===== src/rtl/alu_16_if.sv =====
// Switch/result bundle for the demo-board ALU: opcode and operand-step switches in, result out.
interface alu_16_if #(
    parameter int WIDTH = 16
);
    logic               SW1;
    logic               SW2;
    logic               SW15;
    logic               SW16;
    logic [2*WIDTH-1:0] ans;

    modport master (output SW1, output SW2, output SW15, output SW16, input ans);
    modport slave  (input SW1, input SW2, input SW15, input SW16, output ans);
endinterface


===== src/rtl/alu_16.sv =====
// Board-level ALU: two switch-stepped operand registers, ADD/SUB/MULT/RSHIFT into a registered result.
// Define ALU16_SIGNED_EN for two's-complement operands (sign-extended results, arithmetic shift).
module alu_16 #(
    parameter int               WIDTH  = 16,
    parameter logic [WIDTH-1:0] A_INIT = 16'h00F0,
    parameter logic [WIDTH-1:0] B_INIT = 16'h0003
) (
    input  logic     CLK100MHZ,
    input  logic     SW4,
    alu_16_if.slave  io
);
    localparam int RW  = 2 * WIDTH;
    localparam int SHW = $clog2(RW);

    typedef enum logic [1:0] {
        OP_ADD = 2'b00,
        OP_SUB = 2'b01,
        OP_MUL = 2'b10,
        OP_SHR = 2'b11
    } op_e;

    logic [WIDTH-1:0] a_q, a_d;
    logic [WIDTH-1:0] b_q, b_d;
    logic             sw15_q, sw16_q;
    logic [RW-1:0]    ans_q, ans_d;
    logic [RW-1:0]    a_x, b_x;
    logic [SHW-1:0]   sh;
    op_e              op;

    assign op = op_e'({io.SW2, io.SW1});
    assign sh = b_q[SHW-1:0];

    // Operands widened once; the signed build only changes the extension and the shift kind.
`ifdef ALU16_SIGNED_EN
    assign a_x = {{WIDTH{a_q[WIDTH-1]}}, a_q};
    assign b_x = {{WIDTH{b_q[WIDTH-1]}}, b_q};
`else
    assign a_x = {{WIDTH{1'b0}}, a_q};
    assign b_x = {{WIDTH{1'b0}}, b_q};
`endif

    always_comb begin
        a_d = a_q;
        b_d = b_q;
        if (io.SW15 && !sw15_q) a_d = a_q + WIDTH'(1);
        if (io.SW16 && !sw16_q) b_d = b_q + WIDTH'(1);
    end

    // Shift amounts up to RW-1 naturally flush a WIDTH-bit operand to zero / all sign bits.
    always_comb begin
        ans_d = '0;
        case (op)
            OP_ADD: ans_d = a_x + b_x;
            OP_SUB: ans_d = a_x - b_x;
            OP_MUL: ans_d = a_x * b_x;
            OP_SHR: begin
`ifdef ALU16_SIGNED_EN
                ans_d = $signed(a_x) >>> sh;
`else
                ans_d = a_x >> sh;
`endif
            end
            default: ans_d = '0;
        endcase
    end

    always_ff @(posedge CLK100MHZ or negedge SW4) begin
        if (!SW4) begin
            a_q    <= A_INIT;
            b_q    <= B_INIT;
            sw15_q <= 1'b0;
            sw16_q <= 1'b0;
            ans_q  <= '0;
        end else begin
            a_q    <= a_d;
            b_q    <= b_d;
            sw15_q <= io.SW15;
            sw16_q <= io.SW16;
            ans_q  <= ans_d;
        end
    end

    assign io.ans = ans_q;
endmodule


===== src/flat_wrapper.sv =====
// flat-port wrapper written by rule: the top's interface ports become plain ports
module alu_16_flat 
#(
    parameter int               WIDTH  = 16,
    parameter logic [WIDTH-1:0] A_INIT = 16'h00F0,
    parameter logic [WIDTH-1:0] B_INIT = 16'h0003
)
  (CLK100MHZ, SW4, io_SW1, io_SW2, io_SW15, io_SW16, io_ans);
  alu_16_if #(.WIDTH(WIDTH)) io_i ();
  input  logic CLK100MHZ;
  input  logic SW4;
  input wire logic [$bits(io_i.SW1)-1:0] io_SW1;
  input wire logic [$bits(io_i.SW2)-1:0] io_SW2;
  input wire logic [$bits(io_i.SW15)-1:0] io_SW15;
  input wire logic [$bits(io_i.SW16)-1:0] io_SW16;
  output wire logic [$bits(io_i.ans)-1:0] io_ans;
  assign io_i.SW1 = io_SW1;
  assign io_i.SW2 = io_SW2;
  assign io_i.SW15 = io_SW15;
  assign io_i.SW16 = io_SW16;
  assign io_ans = io_i.ans;
  alu_16 #(.WIDTH(WIDTH), .A_INIT(A_INIT), .B_INIT(B_INIT)) u_core (.CLK100MHZ(CLK100MHZ), .SW4(SW4), .io(io_i));
endmodule

===== config.mk =====
export PLATFORM = sky130hd
export DESIGN_NAME = alu_16_flat
export DESIGN_NICKNAME = d
export VERILOG_FILES = /design/src/rtl/alu_16_if.sv /design/src/rtl/alu_16.sv /design/src/flat_wrapper.sv
export SDC_FILE = /design/constraint.sdc
export NUM_CORES = 1
export LEC_CHECK = 0
export CAP_MARGIN = 15
export CORE_UTILIZATION = 30
export CTS_BUF_LIST = sky130_fd_sc_hd__clkbuf_2
export CTS_CLUSTER_DIAMETER = 150
export CTS_CLUSTER_SIZE = 30
export DETAILED_ROUTE_END_ITERATION = 10
export PLACE_DENSITY = 0.47
export SLEW_MARGIN = 20
export SYNTH_ARGS = -nofsm -noshare
export SYNTH_HDL_FRONTEND = slang
export SYNTH_SLANG_ARGS = --single-unit
export TNS_END_PERCENT = 30

===== constraint.sdc =====
create_clock -name CLK100MHZ -period 7.26 [get_ports CLK100MHZ]
set_input_delay 1.089 -clock CLK100MHZ [delete_from_list [all_inputs] [get_ports CLK100MHZ]]
set_output_delay 1.089 -clock CLK100MHZ [all_outputs]
set_load 0.05 [all_outputs]

==> results of run 1 <==
==> metal layers <==
metal  vias up  track usage  part of all wire
met5         -            0           0.00022
met4         2       0.0617             0.028
met3        58       0.0311             0.054
met2       280        0.302              0.45
met1      5307        0.271              0.46
li1       4862            -                 -
==> how the worst min path moves through the flow <==
stage                               from              to  slack [ns]  depth (start not counted)
after detailed placement   u_core.sw16_q   u_core.b_q[0]        0.59                          2
after floorplan           u_core.b_q[13]  u_core.b_q[13]        0.50                          1
after CTS                            SW4   u_core.sw16_q        0.42                          1
after global routing                 SW4   u_core.a_q[0]        0.43                          1
after global placement     u_core.sw16_q   u_core.b_q[0]        0.59                          2
final                                SW4   u_core.sw16_q        0.42                          1
==> stage by stage <==
| step | util | hold WS (ns) | instance area (um2) |
|---|---|---|---|
| 3_3_place_gp | 0.333 | 0.586 | 14100 |
| 6_report | 0.336 | 0.421 | 14200 |
| 5_1_grt | 0.336 | 0.433 | 14200 |
| 3_5_place_dp | 0.333 | 0.587 | 14100 |
| 4_1_cts | 0.336 | 0.425 | 14200 |
| 2_1_floorplan | - | 0.501 | 13000 |
==> sequential cells by signal, indices dropped and copies added, names as in the netlist <==
signal / cells
u_core.b_q: 16
u_core.a_q: 16
u_core.io.ans: 32
u_core.sw16_q: 1
u_core.sw15_q: 1
==> worst max-delay path: stages (launching register included) <==
cell,delay [ns]
dfrtp_1,0.68
clkinv_1,0.35
nor2_1,0.22
fa_1,0.44
inv_1,0.08
fa_1,0.43
fa_1,0.52
fa_1,0.55
inv_1,0.05
fa_1,0.47
inv_1,0.05
fa_1,0.47
inv_1,0.04
ha_1,0.33
a21oi_1,0.21
o21ai_0,0.17
nor3_1,0.29
a21oi_1,0.20
a221o_1,0.40
a311o_1,0.39
a21oi_2,0.15
xor2_1,0.16
o21ai_1,0.07
==> cell type report <==
cell class | instances | area [um2] | share of cell area
Multi-Input combinational cell | 1109 | 9990 | 0.703
Clock buffer | 9 | 45.0 | 0.00317
Clock inverter | 7 | 78.8 | 0.00555
Antenna cell | 1 | 2.50 | 0.000176
Tap cell | 577 | 722 | 0.0508
Sequential cell | 66 | 1660 | 0.117
Timing Repair Buffer | 76 | 661 | 0.0465
Inverter | 280 | 1050 | 0.0740
==> placed cells by master (no fill, tap or decap), types with 4 or more instances in the layout <==
cell             instances
dfrtp_1                 60
o21ai_0                 53
o31ai_1                  4
a21o_1                  15
a22oi_1                  6
buf_4                   40
and3_1                   6
a211oi_1                 8
a221o_1                  5
nand3_1                 13
nor2b_1                 20
clkbuf_2                 9
a21oi_1                 60
xor2_1                  14
fa_1                   196
mux2i_1                  8
o22ai_1                  7
o21bai_1                 5
and2_1                  69
o21ai_1                  6
o21a_1                  10
o311a_1                  4
nor3_1                  27
dfstp_2                  6
a31oi_1                  8
clkdlybuf4s50_1         36
nand2_1                194
nor4_1                   8
nor2_1                 103
xnor2_1                 50
a221oi_1                 5
o211ai_1                 5
nand4_1                  7
nand2b_1                11
inv_1                  276
ha_1                   138
==> cell families after synthesis <==
logic type | share of synthesized area
buffers and inverters | 0.103
flip-flops | 0.128
AO/OA/AOI/OAI | 0.119
multiplexers | 0.00877
AND/OR/NAND/NOR | 0.163
XOR/XNOR | 0.0432
adder cells (fa/ha/maj) | 0.435
==> reports/results.tsv, run 1 <==
stage	metric	value	unit
die	Die Wd	210	um
global_routing	largest net degree at the start of global routing	67	
sta	# setup viols final	0	
die	Die H	210	um
route	Vias	10500	
logic_synthesis	syn avg cell area	8.48	um2
route	Vias/cell	4.95	
worst_setup_path	Worst Setup SP	u_core.b_q[6]	
sta	post-route clock period utilization	0.947	
global_routing	initial antenna violation count	2	
clock_tree	htree depth	3	
clock_tree	Clock transition at path regs	0.30	ns
worst_setup_path	worst flop-to-flop path startpoint	u_core.b_q[6]	
placed_design	Post-DP HPWL	32.5	mm
route	First-pass DRT Iterations	7	
logic_synthesis	area leader, netlist	fa_1	
clock_tree	CTS tree	yes	
sta	total negative slack	0	ns
finish	post-route insts no fill	2125	
sta	max_slew headroom	0.320	
worst_setup_path	Arr. time, crit path	7.41	ns
finish	area delta synth->final	9.38	%
worst_setup_path	crit path to	u_core.io.ans[24]	
die	Core Region	42300	um2
route	Residual DRC	0	
clock_tree	CTS resizes	0	
logic_synthesis	Post-Syn Instances	1531	
logic_synthesis	Synth area leaders	fa_1 30%, ha_1 13%, dfrtp_1 12%	
placed_design	PortBufs	37	
sta	Fmax	145	MHz
logic_synthesis	Yosys top cell area share	0.302	
worst_setup_path	Worst setup SP type	flop	
finish	Layout fillers	4505	
logic_synthesis	most numerous cell in the Yosys netlist	inv_1	
route	Post-Route WL	40.3	mm
sta	Final Hold Viols	0	
worst_setup_path	R2R Path End	u_core.io.ans[24]	
worst_setup_path	R2R setup slack	0.38	ns
placed_design	placed insts	2108	
worst_setup_path	kind of critical path	reg2reg	
logic_synthesis	count of flip-flops with a built-in enable after synthesis	0	
clock_tree	Worst-Skew Late Latency	0.73	ns
route	Iter 0 DRT Violations	639	
global_routing	vias in the first global route	10800	
finish	share of cells above drive strength 1	0.0478	
route	ANT nets after route	0	
sta	Final Max Tran Viols	0	
clock_tree	CTS Hold Bufs	0	
global_routing	first-pass GRT wire length	64.8	mm
outcome	status	complete, no violations	
hold_path	worst min path class	in2async	
sta	Worst Setup Slack, final	0.381	ns
sta	fin crit period	6.88	ns
clock_tree	CTS Sinks	66	
worst_setup_path	Worst EP required	7.80	ns
global_routing	total global routing overflow	0	
placed_design	Placer Congestion	0.900	
logic_synthesis	Synth warnings	0	
clock_tree	Post-CTS Setup Repair Bufs	0	
die	Initial Util	0.307	
sta	Worst Max-Slew Pin Slew	1.02	ns
sta	RSZ-0062 raised after global routing	no	
worst_setup_path	Crit. End Element	flop	
global_routing	GR Util All Layers	0.193	
logic_synthesis	ys async rst share	1.00	
die	Rows	75	
logic_synthesis	Post-synth top flop	dfrtp_1	
sta	final clock skew	0.0824	ns
clock_tree	clock root cell	clkbuf_2	
die	die footprint	44100	um2
clock_tree	CTS Buf Count	9	
logic_synthesis	syn_nets	1871	
finish	Final #Nets	1882	
placed_design	post-place setup slack	0.509	ns
logic_synthesis	Netlist cell types	65	
worst_setup_path	FF-to-FF path depth	22	
die	Boundary Pins	38	
logic_synthesis	Mapped Area	13000	um2
logic_synthesis	register area share after synthesis	0.128	
job	Max Cap Violations	0	
clock_tree	clock tree buffer depth	2	
worst_setup_path	worst-path maximum fanout	13	
logic_synthesis	synthesized flop and latch total	66	
route	routed length per instance	18.9	um
logic_synthesis	Synth top cells by count	276 x inv_1, 196 x fa_1, 194 x nand2_1	
Power of run 1 is left out: the tool's default activity adds up to more than one toggle a clock period on the data nets, which glitch-free logic cannot reach.
==> run 2: changes to the inputs <==
--- a/config.mk
+++ b/config.mk
@@ -6,6 +6,7 @@
 export NUM_CORES = 1
 export LEC_CHECK = 0
 export CAP_MARGIN = 15
+export CORE_MARGIN = 2
 export CORE_UTILIZATION = 30
 export CTS_BUF_LIST = sky130_fd_sc_hd__clkbuf_2
 export CTS_CLUSTER_DIAMETER = 150
==> reports/results.tsv, run 2 (same netlist as run 1, synthesis figures left out) <==
stage	metric	value	unit	change
outcome	status	complete, no violations		
clock_tree	CTS tree	yes		
sta	Worst Max-Slew Pin Slew	0.962	ns	-0.0558 ns
sta	Fmax	146	MHz	+0.43%
finish	Layout fillers	4579		+1.6%
placed_design	PortBufs	37		unchanged
clock_tree	Post-CTS Setup Repair Bufs	0		unchanged
finish	Layout Utilization	0.332		-0.00383
sta	fin crit period	6.85	ns	-0.0298 ns
route	Post-Route WL	41.6	mm	+3.4%
die	Initial Util	0.303		-0.00404
route	First-pass DRT Iterations	7		unchanged
clock_tree	htree depth	3		unchanged
placed_design	placed insts	2117		+0.43%
worst_setup_path	worst-path maximum fanout	13		unchanged
die	Die Wd	212	um	+0.95%
global_routing	vias in the first global route	11200		+3.4%
global_routing	GR Util All Layers	0.198		+0.00529
clock_tree	clock root cell	clkbuf_2		
finish	FF/Latch Area	1660	um2	unchanged
sta	final clock skew	0.0621	ns	-0.0203 ns
sta	total negative slack	0	ns	unchanged
sta	Final Max Tran Viols	0		unchanged
global_routing	initial antenna violation count	3		+1
finish	area delta synth->final	9.57	%	
clock_tree	clock tree buffer depth	2		unchanged
placed_design	Placer Congestion	0.891		-0.92%
finish	max reg flops	32		unchanged
finish	share of cells above drive strength 1	0.0484		+0.000615
worst_setup_path	kind of critical path	reg2reg		
sta	max_slew headroom	0.359		+0.0386
die	Rows	76		+1.3%
sta	# setup viols final	0		unchanged
global_routing	largest net degree at the start of global routing	67		unchanged
route	Vias	10500		-0.31%
worst_setup_path	Arr. time, crit path	7.38	ns	-0.03 ns
finish	post-route insts no fill	2136		+0.52%
placed_design	Post-DP HPWL	33.4	mm	+2.5%
route	routed length per instance	19.5	um	+2.8%
worst_setup_path	Crit. End Element	flop		
global_routing	total global routing overflow	0		unchanged
clock_tree	Clock transition at path regs	0.27	ns	-0.03 ns
job	Max Cap Violations	0		unchanged
sta	RSZ-0062 raised after global routing	no		
global_routing	first-pass GRT wire length	66.4	mm	+2.6%
finish	most frequent cells in the layout	276 x inv_1, 196 x fa_1, 194 x nand2_1		
finish	Final #Nets	1883		+0.053%
route	Iter 0 DRT Violations	655		+2.5%
clock_tree	CTS resizes	0		unchanged
clock_tree	CTS Hold Bufs	0		unchanged
finish	Multi-input gate area	9990	um2	unchanged
finish	most common cell after layout, fill and taps aside	inv_1		
die	die footprint	45000	um2	+1.9%
die	Core Region	42900	um2	+1.3%
route	Residual DRC	0		unchanged
sta	post-route clock period utilization	0.943		-0.00410
die	Die H	212	um	+0.95%
clock_tree	Worst-Skew Late Latency	0.73	ns	about the same
route	ANT nets after route	0		unchanged
worst_setup_path	Worst setup SP type	flop		
die	Boundary Pins	38		unchanged
clock_tree	CTS Buf Count	9		unchanged
worst_setup_path	Worst EP required	7.79	ns	about the same
sta	Final Hold Viols	0		unchanged
route	Vias/cell	4.90		-0.83%
hold_path	worst min path class	in2async		
clock_tree	CTS Sinks	66		unchanged
## run 2: path summary, 6_finish.rpt
path                               start           endpoint  slack [ns]  cells after the start
max                        u_core.b_q[6]  u_core.io.ans[30]        0.41                     23
min                                  SW4   u_core.io.ans[4]        0.35                      1
max reg2reg                u_core.b_q[6]  u_core.io.ans[30]        0.41                     23
min reg2reg                u_core.sw16_q      u_core.b_q[0]        0.62                      2
max in group asynchronous            SW4  u_core.io.ans[18]        6.35                      1
min in group CLK100MHZ     u_core.sw16_q      u_core.b_q[0]        0.62                      2
## run 2: worst max-delay path, cell delays in order, from the launching register on
cell and delay (ns):
dfrtp_1 0.69, clkinv_1 0.35, nor2_1 0.20, fa_1 0.43, inv_1 0.09, fa_1 0.43
fa_1 0.50, fa_1 0.54, inv_1 0.05, fa_1 0.48, inv_1 0.05, fa_1 0.47
inv_1 0.04, ha_1 0.34, a21oi_1 0.10, o21ai_0 0.25, nor3_1 0.10, a211oi_1 0.80
o31ai_1 0.13, buf_4 0.19, nor3_1 0.13, nor2_1 0.07, xor2_1 0.15, o21ai_0 0.10
## run 2: per-stage QoR
step	setup WS, ns	cell area, um2	hold WS, ns
after CTS	0.551	14200	0.448
after global placement	0.692	14100	0.589
after detailed placement	0.646	14100	0.601
after floorplan	0.579	13000	0.501
after global routing	0.0564	14200	0.289
final	0.411	14200	0.348
## run 2: final cells by class
class	instances	area share
multi-input cells	1109	0.702
flip-flops and latches	66	0.117
inverters	280	0.0738
well taps	585	0.0514
repair buffers	77	0.0472
clock inverters	7	0.00545
clock buffers	9	0.00316
diodes	3	0.000527
## run 2: per-layer routing
layer,global-route usage,vias up,part of all wire
met5,0,-,0
met2,0.325,260,0.47
met1,0.264,5292,0.45
li1,-,4866,-
met4,0.0631,0,0.033
met3,0.0384,58,0.052
Power of run 2 is left out for the same reason.
==> run 3: changes to the inputs <==
--- a/config.mk
+++ b/config.mk
@@ -7,12 +7,12 @@
 export LEC_CHECK = 0
 export CAP_MARGIN = 15
 export CORE_MARGIN = 2
-export CORE_UTILIZATION = 30
+export CORE_UTILIZATION = 60
 export CTS_BUF_LIST = sky130_fd_sc_hd__clkbuf_2
 export CTS_CLUSTER_DIAMETER = 150
 export CTS_CLUSTER_SIZE = 30
 export DETAILED_ROUTE_END_ITERATION = 10
-export PLACE_DENSITY = 0.47
+export PLACE_DENSITY = 0.8
 export SLEW_MARGIN = 20
 export SYNTH_ARGS = -nofsm -noshare
 export SYNTH_HDL_FRONTEND = slang
==> reports/results.tsv, run 3 (same netlist as run 1, synthesis figures left out) <==
stage	metric	value	unit	change
route	ANT nets after route	0		unchanged
route	met1 WL	14.8	mm	-21%
placed_design	PortBufs	37		unchanged
worst_setup_path	CP dominant cell by count	fa_1		
clock_tree	CTS resizes	0		unchanged
worst_setup_path	kind of critical path	reg2reg		
finish	max reg flops	32		unchanged
route	met2 WL post-DR	18.2	mm	-6.2%
die	Core Region	21200	um2	-51%
finish	most common cell after layout, fill and taps aside	inv_1		
worst_setup_path	slowest stage cell, crit path	dfrtp_1		
finish	share of cells above drive strength 1	0.0429		-0.00556
route	routed length per instance	21.0	um	+7.8%
worst_setup_path	Critical Path, Cell by Cell	inv_1 > nor2_1 > fa_1 > inv_1 > fa_1 > fa_1 > inv_1 > fa_1 > fa_1 > inv_1 > fa_1 > inv_1 > ha_1 > nand2_1 > nor2_1 > a211oi_1 > nand2_1 > a21boi_0 > o21ai_0 > a21oi_1 > xor2_1 > o21ai_0		
placed_design	placed insts	1798		-15%
clock_tree	CTS Buf Count	9		unchanged
global_routing	largest net degree at the start of global routing	67		unchanged
finish	FF/Latch Area	1660	um2	unchanged
outcome	status	complete, no violations		
route	Vias	11000		+5.1%
worst_setup_path	R2R Path End	u_core.io.ans[25]		
worst_setup_path	Worst EP required	7.73	ns	-0.06 ns
worst_setup_path	worst flop-to-flop path startpoint	u_core.b_q[4]		
worst_setup_path	worst-path maximum fanout	15		+2
die	Initial Util	0.614		+0.311
clock_tree	CTS Hold Bufs	0		unchanged
die	Boundary Pins	38		unchanged
finish	Layout Utilization	0.653		+0.321
die	Die Wd	151	um	-29%
sta	Worst Max-Slew Pin Slew	0.973	ns	+0.0108 ns
hold_path	worst min path class	in2async		
sta	Worst Setup Slack, final	0.487	ns	+0.0760 ns
clock_tree	Worst-Skew Late Latency	0.64	ns	-0.09 ns
die	Rows	53		-30%
finish	Layout fillers	1780		-61%
sta	post-route clock period utilization	0.933		-0.0105
route	Iter 0 DRT Violations	972		+48%
sta	Final Max Tran Viols	0		unchanged
finish	post-route insts no fill	1816		-15%
route	Vias/cell	6.06		+24%
global_routing	first-pass GRT wire length	61.1	mm	-7.9%
sta	total negative slack	0	ns	unchanged
finish	most frequent cells in the layout	276 x inv_1, 196 x fa_1, 194 x nand2_1		
placed_design	post-place setup slack	0.604	ns	-0.0419 ns
route	Post-Route WL	38.1	mm	-8.3%
sta	max_slew headroom	0.346		-0.0122
clock_tree	clock root cell	clkbuf_2		
sta	final clock skew	0.0597	ns	-0.00242 ns
sta	# setup viols final	0		unchanged
clock_tree	Post-CTS Setup Repair Bufs	0		unchanged
route	highest routed metal layer	met4		
finish	area delta synth->final	6.35	%	
worst_setup_path	FF-to-FF path depth	22		-4.3%
placed_design	Placer Congestion	0.956		+7.3%
clock_tree	htree depth	3		unchanged
placed_design	Post-DP HPWL	30.3	mm	-9.3%
finish	Final #Nets	1874		-0.48%
die	Die H	151	um	-29%
route	First-pass DRT Iterations	5		-2
global_routing	total global routing overflow	0		unchanged
sta	Fmax	148	MHz	+1.1%
worst_setup_path	R2R setup slack	0.49	ns	+0.08 ns
finish	Multi-input gate area	9990	um2	unchanged
job	Max Cap Violations	0		unchanged
worst_setup_path	Worst setup SP type	flop		
die	die footprint	22800	um2	-49%
clock_tree	CTS Sinks	66		unchanged
clock_tree	CTS tree	yes		
global_routing	initial antenna violation count	1		-2
clock_tree	Clock transition at path regs	0.28	ns	about the same
sta	Final Hold Viols	0		unchanged
global_routing	GR Util All Layers	0.356		+0.158
route	Residual DRC	0		unchanged
worst_setup_path	Crit. End Element	flop		
worst_setup_path	Largest stage delay, worst path	0.75	ns	-0.05 ns
route	Met3 Wirelength	2.78	mm	+28%
worst_setup_path	Arr. time, crit path	7.24	ns	-0.14 ns
clock_tree	clock tree buffer depth	2		unchanged
sta	RSZ-0062 raised after global routing	no		
sta	fin crit period	6.77	ns	-0.0760 ns
global_routing	vias in the first global route	11400		+1.4%
-- run 3: changes by cell type in the layout (fill, tap and decap cells not counted), sizes merged --
cell and change:
inv -2, clkbuf +1, buf -9, diode -1
clkinv -1, bufinv +2
-- run 3: per-layer routing --
metal | GRT usage | vias up
li1 | - | 4842
met1 | 0.455 | 5470
met2 | 0.583 | 565
met3 | 0.0515 | 130
met4 | 0.203 | 0
met5 | 0 | -
-- run 3: worst max-delay path by stage --
stage	start	cells after the start	end	slack [ns]
floorplan	u_core.b_q[1]	23	u_core.io.ans[24]	0.58
global placement	u_core.b_q[4]	22	u_core.io.ans[29]	0.74
detailed placement	u_core.a_q[6]	21	u_core.io.ans[25]	0.60
CTS	u_core.b_q[4]	22	u_core.io.ans[25]	0.56
global route	u_core.b_q[4]	22	u_core.io.ans[24]	0.20
finish	u_core.b_q[4]	22	u_core.io.ans[25]	0.49
-- run 3: cell type report --
type / count / share of cell area
clock inverters: 6 / 0.00833
well taps: 275 / 0.0249
inverters: 280 / 0.0761
clock buffers: 10 / 0.00362
diodes: 2 / 0.000362
repair buffers: 68 / 0.0435
multi-input cells: 1109 / 0.723
flip-flops and latches: 66 / 0.120
-- run 3: per-stage QoR --
step	cell area, um2	hold WS (ns)
5_1_grt	13800	0.603
2_1_floorplan	13000	0.501
6_report	13800	0.518
4_1_cts	13800	0.574
3_3_place_gp	13600	0.581
3_5_place_dp	13600	0.600
-- run 3: critical path, delay by kind of cell, from the launching register on --
family	cells	cell delay, ns
adders and majority gates	7	3.18
AOI/OAI and AO/OA	5	1.30
DFF	1	0.75
and+or+nand+nor	4	0.66
buffers and inverters	5	0.57
xor gates and xnor gates	1	0.18
Power of run 3 is left out for the same reason.
